--- config.mk ---
export PLATFORM = sky130hd
export DESIGN_NAME = key_event_decoder
export DESIGN_NICKNAME = d
export VERILOG_FILES = /design/src/rtl/key_event_pkg.sv /design/src/rtl/tick_gen.sv /design/src/rtl/key_event_decoder.sv
export SDC_FILE = /design/constraint.sdc
export NUM_CORES = 1
export LEC_CHECK = 0
export CAP_MARGIN = 20
export CORE_MARGIN = 2
export CORE_UTILIZATION = 55
export CTS_CLUSTER_DIAMETER = 120
export DETAILED_ROUTE_END_ITERATION = 10
export PLACE_DENSITY = 0.74
export SYNTH_ARGS = -nofsm -noshare
export SYNTH_HDL_FRONTEND = slang
export SYNTH_SLANG_ARGS = --single-unit
--- constraint.sdc ---
create_clock -name clk -period 2.6 [get_ports clk]
set_input_delay 0.52 -clock clk [delete_from_list [all_inputs] [get_ports clk]]
set_output_delay 0.52 -clock clk [all_outputs]
set_load 0.03 [all_outputs]
--- src/rtl/key_event_pkg.sv ---
// Shared definitions for the key event decoder: FSM encoding and default timing constants.
package key_event_pkg;

  typedef enum logic [2:0] {
    IDLE   = 3'd0,
    PRESS1 = 3'd1,
    LONG   = 3'd2,
    WAIT2  = 3'd3,
    PRESS2 = 3'd4
  } key_state_e;

  localparam int unsigned TICK_DIV_DEF     = 50000;
  localparam int unsigned LONG_TICKS_DEF   = 1000;
  localparam int unsigned DCLICK_TICKS_DEF = 250;

endpackage

--- src/rtl/tick_gen.sv ---
// Free-running divider: one-clock tick every TICK_DIV clocks, phase fixed by reset.
module tick_gen #(
  parameter int unsigned TICK_DIV = key_event_pkg::TICK_DIV_DEF
) (
  input  logic clk,
  input  logic nCR,
  output logic tick
);

  localparam int CW = $clog2(TICK_DIV);
  localparam logic [CW-1:0] LAST = CW'(TICK_DIV - 1);

  logic [CW-1:0] cnt;

  always_ff @(posedge clk or negedge nCR) begin
    if (!nCR)             cnt <= '0;
    else if (cnt == LAST) cnt <= '0;
    else                  cnt <= cnt + CW'(1);
  end

  assign tick = (cnt == LAST);

endmodule

--- src/rtl/key_event_decoder.sv ---
// Turns a debounced key level into click / double-click / long-press pulses plus an event counter.
module key_event_decoder
  import key_event_pkg::*;
#(
  parameter int unsigned TICK_DIV     = TICK_DIV_DEF,
  parameter int unsigned LONG_TICKS   = LONG_TICKS_DEF,
  parameter int unsigned DCLICK_TICKS = DCLICK_TICKS_DEF
) (
  input  logic       clk,
  input  logic       nCR,
  input  logic       key_level,
  output logic       pressed,
  output logic       click_evt,
  output logic       dclick_evt,
  output logic       long_evt,
  output logic [7:0] event_count
);

  localparam logic [15:0] LONG_T  = 16'(LONG_TICKS);
  localparam logic [15:0] DCLK_T  = 16'(DCLICK_TICKS);
  localparam logic [15:0] TMR_MAX = 16'hFFFF;

  logic       tick;
  logic       prev;
  logic       armed;
  logic       press_edge;
  logic       release_edge;
  logic [15:0] timer;
  key_state_e state;

  tick_gen #(.TICK_DIV(TICK_DIV)) u_tick (
    .clk  (clk),
    .nCR  (nCR),
    .tick (tick)
  );

  // A key held through reset leaves armed low, so it cannot start a press
  // until it has been seen released at least once.
  assign press_edge   = prev & ~key_level & armed;
  assign release_edge = ~prev & key_level;

  always_ff @(posedge clk or negedge nCR) begin
    if (!nCR) begin
      state       <= IDLE;
      prev        <= 1'b1;
      armed       <= 1'b0;
      pressed     <= 1'b0;
      timer       <= '0;
      click_evt   <= 1'b0;
      dclick_evt  <= 1'b0;
      long_evt    <= 1'b0;
      event_count <= '0;
    end else begin
      prev       <= key_level;
      pressed    <= ~key_level;
      click_evt  <= 1'b0;
      dclick_evt <= 1'b0;
      long_evt   <= 1'b0;
      if (key_level) armed <= 1'b1;
      if (tick && timer != TMR_MAX) timer <= timer + 16'd1;

      // Every transition below also clears the timer, overriding the increment.
      case (state)
        IDLE: begin
          if (press_edge) begin
            state <= PRESS1;
            timer <= '0;
          end
        end
        PRESS1: begin
          if (release_edge) begin
            state <= WAIT2;
            timer <= '0;
          end else if (tick && timer == LONG_T) begin
            state       <= LONG;
            timer       <= '0;
            long_evt    <= 1'b1;
            event_count <= event_count + 8'd1;
          end
        end
        LONG: begin
          if (release_edge) begin
            state <= IDLE;
            timer <= '0;
          end
        end
        WAIT2: begin
          if (press_edge) begin
            state       <= PRESS2;
            timer       <= '0;
            dclick_evt  <= 1'b1;
            event_count <= event_count + 8'd1;
          end else if (tick && timer == DCLK_T) begin
            state       <= IDLE;
            timer       <= '0;
            click_evt   <= 1'b1;
            event_count <= event_count + 8'd1;
          end
        end
        PRESS2: begin
          if (release_edge) begin
            state <= IDLE;
            timer <= '0;
          end
        end
        default: begin
          state <= IDLE;
          timer <= '0;
        end
      endcase
    end
  end

endmodule

== After elaboration in Yosys (flattened, before gate mapping) ==
Index checks and enable logic that the tools add are counted.

* Latch bits: 0
* Output and inout port bits: 12
* Register bits: 49
* Memory bits (read-only): 0
* Bits of input ports: 3
* Word-level logic and storage cells: 69
* Memories kept: 0
* Bits in writable memories: 0

* Add/sub/neg operators: 3
* Div/mod/pow operators: 0
* Bitwise gates (word level): 5
* Eq/ne operators: 14
* Muxes and demuxes: 29
* Multiply operators: 0
* Reduce and logical (&&, ||, !) cells: 8
* Shift-type cells: 0
* $lt $le $gt $ge: 0

{| class="wikitable"
|+ Operators by type and width
! cell !! number
|-
| 16-bit two-way mux || 8
|-
| 16-bit case mux with 4 select lines || 1
|-
| 16-bit by 1-bit adder with 16-bit output, second input constant || 2
|-
| 8-bit two-way mux || 4
|-
| 3-bit two-way mux || 6
|-
| 16-bit by 10-bit equality test with 1-bit output, second input constant || 1
|-
| 16-bit equality test, second input constant || 1
|-
| 16-bit by 8-bit equality test with 1-bit output, second input constant || 1
|-
| 16-bit != test, second input constant || 1
|-
| 8-bit case mux with 2 select lines || 1
|-
| 3-bit case mux with 4 select lines || 1
|-
| 8-bit by 1-bit adder with 8-bit output, second input constant || 1
|-
| 1-bit two-way mux || 8
|-
| 4-bit AND reduction || 2
|-
| 3-bit by 2-bit equality test with 1-bit output, second input constant || 2
|-
| 2-bit != test, second input constant || 3
|-
| 3-bit != test, second input constant || 2
|-
| 1-bit bitwise AND || 3
|-
| 3-bit by 1-bit equality test with 1-bit output, second input constant || 1
|-
| 3-bit equality test, second input constant || 1
|-
| 1-bit logical AND || 3
|-
| 3-bit zero test || 1
|-
| 2-bit by 1-bit != test with 1-bit output, second input constant || 1
|-
| 1-bit inverter || 2
|-
| other kinds (2) || 2
|}

== Logic depth before layout (Yosys ltp) ==
* Depth in word-level cells: 6
* Gate-level depth with buffers: 8
* Gate-level depth less buffers: 7

== Modules after synthesis ==
A second synthesis with hierarchy kept.

* Cells, all modules: 244
* Area, all modules: 2,518.7 µm²

{| class="wikitable"
|+ By module, submodules not included
! module !! area each (µm²) !! instances !! sequential area each (µm²) !! cells an instance
|-
| key_event_decoder || 1,756.7 || 1 || 827.0 || 177
|-
| tick_gen || 762.0 || 1 || 400.4 || 67
|}

== Worst setup path before layout ==
Ideal clock, no wire load.

* Path kind: flip-flop to flip-flop
* From: register u_tick.cnt[0]
* To: register state[1]
* Data required time: 2.475 ns
* Setup time: 0.125 ns
* Setup slack: 0.621 ns
* Clock period less this slack: 1.979 ns
* Data arrival time: 1.854 ns
* Cell stages (with the launch flop): 8
* Buffers on the path: 1
* Path through: dfrtp_1 > ha_1 > and3_1 > and4_1 > buf_6 > nand3_4 > a211oi_4 > mux2_4

* Cells in the longest elaborated chain, start to end: 4
* Elaborated cells on any way between the ends: 6
* Those cells by class: eq/ne (3); reduce/logical (3)

{| class="wikitable"
|+ Ends and longest elaborated chain
! element !! line !! source
|-
| start: declaration || tick_gen.sv:13 || <nowiki>logic [CW-1:0] cnt;</nowiki>
|-
| start signal: assignment || tick_gen.sv:18 || <nowiki>else cnt <= cnt + CW'(1);</nowiki>
|-
| 16-bit equality test * || tick_gen.sv:21 || <nowiki>assign tick = (cnt == LAST);</nowiki>
|-
| 1-bit logical AND, on equally long branches || key_event_decoder.sv:74, key_event_decoder.sv:93 ||
|-
| 3-bit != test (no line) || n/a ||
|-
| 4-bit AND reduction (no line) * || n/a ||
|-
| end signal: assignment || key_event_decoder.sv:72 || <nowiki>state <= WAIT2;</nowiki>
|-
| end signal: assignment || key_event_decoder.sv:75 || <nowiki>state <= LONG;</nowiki>
|-
| end signal: assignment || key_event_decoder.sv:83 || <nowiki>state <= IDLE;</nowiki>
|-
| end: declaration || key_event_decoder.sv:29 || <nowiki>key_state_e state;</nowiki>
|}

Every way passes the cells marked *; elsewhere a longest branch is shown, timed or not.
A chain may end at the register's enable or synchronous reset.

== Worst setup path in the final report ==
* From: register u_tick.cnt[0]
* To: register event_count[1]

* Cells in the longest elaborated chain, start to end: 4
* Elaborated cells on any way between the ends: 6
* Those cells by class: eq/ne (3); reduce/logical (3)

{| class="wikitable"
|+ Ends and longest elaborated chain
! element !! line !! source
|-
| 16-bit equality test * || tick_gen.sv:21 ||
|-
| 1-bit logical AND, on equally long branches || key_event_decoder.sv:93, key_event_decoder.sv:74 ||
|-
| 3-bit != test (no line) or 2-bit != test (tied branches) || n/a ||
|-
| 4-bit AND reduction (no line) * || n/a ||
|-
| end signal: assignment || key_event_decoder.sv:78 || <nowiki>event_count <= event_count + 8'd1;</nowiki>
|-
| end signal: assignment || key_event_decoder.sv:92 || <nowiki>event_count <= event_count + 8'd1;</nowiki>
|-
| end signal: assignment || key_event_decoder.sv:97 || <nowiki>event_count <= event_count + 8'd1;</nowiki>
|-
| end: declaration || key_event_decoder.sv:16 || <nowiki>output logic [7:0] event_count</nowiki>
|}

Marks and branches as above.

==> key figures <==
Status
  • Status: finished clean

Synthesis
  • Synth Register Bits: 49
  • Mapped Nets: 258
  • Sequential fraction of the synthesis area: 47.5%
  • Fraction of registers with async set/reset: 100%
  • Syn Std Cell Area: 0.00258 mm^2
  • Synth unique cells: 48
  • Yosys warning count: 0
  • Syn avg cell area: 10.3 um^2
  • Ys flop type: dfrtp_1
  • Post-Syn Instances: 250
  • Number of synthesized flops with an enable pin: 0

Worst setup path
  • Reg2reg end: event_count[1]
  • CP arrival: 2520 ps
  • CP Cell Sequence: ha_1 -> and3_1 -> and4_1 -> a31oi_4 -> nor3_1 -> mux2_2
  • CP Launch Type: flop
  • R2R depth: 6
  • Worst reg2reg startpoint: u_tick.cnt[0]
  • Crit Path Max Fanout: 8
  • Slowest CP cell: and4_1
  • Crit path kind: flop to flop
  • Largest stage delay on the critical path: 470 ps
  • CP Capture Type: flop
  • Reg2reg setup slack: 270 ps
  • CP required: 2790 ps

Cells and area
  • Multi-input logic area: 0.00129 mm^2
  • Non-filler cells, final: 323
  • Final #Nets: 278
  • # diodes: 0
  • P&R area growth vs syn: 11.0%
  • Fill cells: 372
  • Commonest non-fill, non-tap cell in the layout: dfrtp_1
  • Most frequent cells in the layout: 48 x dfrtp_1, 36 x nor2_1, 19 x nand3_1
  • Utilization after layout: 64.5%
  • Final Cell Area: 0.00287 mm^2
  • Proportion of layout cells with a drive suffix above 1: 10.3%
  • FF/Latch Area: 0.00123 mm^2

Placement
  • Placed insts: 315
  • Pre-CTS setup slack: 217 ps
  • Port bufs: 14
  • Area after DPL: 0.00279 mm^2
  • GPL Wtd Cong: 0.795
  • HPWL after detailed placement: 3280 um

Floorplanning
  • Initial Util: 58.1%
  • I/O pins: 15
  • DIE AREA: 0.00526 mm^2
  • Rows: 24
  • Die width: 72.5 um
  • Core ar.: 0.00444 mm^2
  • Die Ht: 72.5 um

Detailed routing
  • Via count: 1,849
  • Antenna viol nets, final: 0
  • First-pass DRT Iterations: 4
  • Post-DR vias/cell: 5.72
  • DR WL/cell: 14.0 um
  • Starting DRT DRC Count: 145
  • Drt drc: 0
  • DRT Wirelength: 4510 um

Clock tree
  • CTS clk-pin slew, worst paths: 90 ps
  • CTS tree: built
  • # Post-CTS Setup Buffers: 0
  • Root buffer cell: clkbuf_8
  • PostCTS Resize Cnt: 0
  • Worst-Skew Late Latency: 300 ps
  • Total CTS buffers: 5
  • # hold bufs at CTS: 0
  • CTS H-Tree Depth: 2
  • Clock sink count: 49
  • Maximum clock path buffer count: 2

Global routing
  • First-pass GRT wire length: 7970 um
  • Grt ovf: 0
  • Initial antenna violation count: 0
  • Largest net degree at the start of global routing: 37
  • GRT Total Usage: 19.4%
  • Vias in the first global route: 1,731

Timing
  • Hold WS: 286 ps
  • Max Slew Vio Count: 0
  • Final Hold Vio Count: 0
  • Setup violators final: 0
  • Final worst setup slack: 274 ps
  • RSZ-0062 raised after global routing: false
  • Slew @ Worst Pin: 767 ps
  • Final setup TNS: 0 ps
  • Maximum clock rate: 430 MHz
  • Final Critical Period: 2330 ps
  • Fin crit share: 89.5%
  • Clock skew: 4.86 ps
  • Slew HR: 48.9%

Power
  • Tot Pwr: 1.98 mW
  • Leakage: 1.18 nW
  • PD cells: 690 mW/mm^2
  • VDD IR max: 0.325 mV

Hold path
  • Min-Delay Path Class: primary input to asynchronous set/reset pin

Flow run
  • Max-capacitance violation count: 0
## routing by layer
layer  global-route usage, %  up-vias  routed length [um]
li1                        -      927                   -
met1                    27.1      874                2250
met2                    29.7       42                2030
met3                    4.03        6                 168
met4                    7.41        0                  61
met5                       0        -                   0
## cell usage after synthesis, types with 3 or more instances
cell	n	area (um^2)
nand2_1	16	60.1
nor4_1	9	56.3
a21oi_1	4	20.0
dfrtp_1	48	1200
nor2_1	36	135
and4_1	4	35.0
ha_1	5	62.6
or4_1	3	22.5
xor2_1	17	149
inv_1	7	26.3
nor3_1	8	40.0
nand3_1	19	95.1
xnor2_1	18	158
and3_1	4	25.0
a2111oi_0	3	26.3
nand4_1	5	31.3
buf_2	4	20.0
## power breakdown
part           internal [mW]  leakage [nW]  switching, mW
Clock                  0.187        0.0450          0.241
Sequential             0.830         0.638         0.0913
Combinational          0.261         0.500          0.370
Total                   1.28          1.18          0.702
## logic make-up (layout without fill, tap and decap cells)
kind of cell | after synthesis | in the layout | synth area share (%)
buf+inv | 14 | 35 | 2.66
fa+ha+maj | 5 | 5 | 2.42
simple gates | 123 | 123 | 26.5
flops | 49 | 49 | 47.5
mux | 3 | 3 | 1.40
compound gates | 21 | 21 | 7.61
xor+xnor | 35 | 35 | 11.9
## critical path, delay by kind of cell (launching register included)
kind            cells  cell delay [ps]
compound gates      1              220
fa+ha+maj           1              190
flops               1              390
simple gates        3             1040
mux                 1              370
## registers in the layout, summed over array words and instances (netlist names)
| signal | flops |
|---|---|
| dclick_evt | 1 |
| armed | 1 |
| u_tick.cnt | 16 |
| state | 3 |
| timer | 16 |
| pressed | 1 |
| prev | 1 |
| click_evt | 1 |
| event_count | 8 |
| long_evt | 1 |
## how the worst max path moves through the flow
stage / cells after the start / slack (ps) / endpoint / startpoint
2_1_floorplan: 7 / 620 / state[1] / u_tick.cnt[0]
3_3_place_gp: 6 / 250 / event_count[1] / key_level
3_5_place_dp: 6 / 220 / event_count[1] / key_level
4_1_cts: 6 / 260 / event_count[1] / u_tick.cnt[0]
5_1_grt: 6 / 60 / event_count[1] / u_tick.cnt[0]
6_report: 6 / 270 / event_count[1] / u_tick.cnt[0]
## layout make-up
class,instances,share of cell area (%)
clock inverters,2,0.349
multi-input cells,187,44.9
clock buffers,6,2.53
repair buffers,20,6.28
flip-flops and latches,49,42.8
inverters,7,0.916
well taps,52,2.27
No activity file was read; power rests on OpenSTA's default activity.
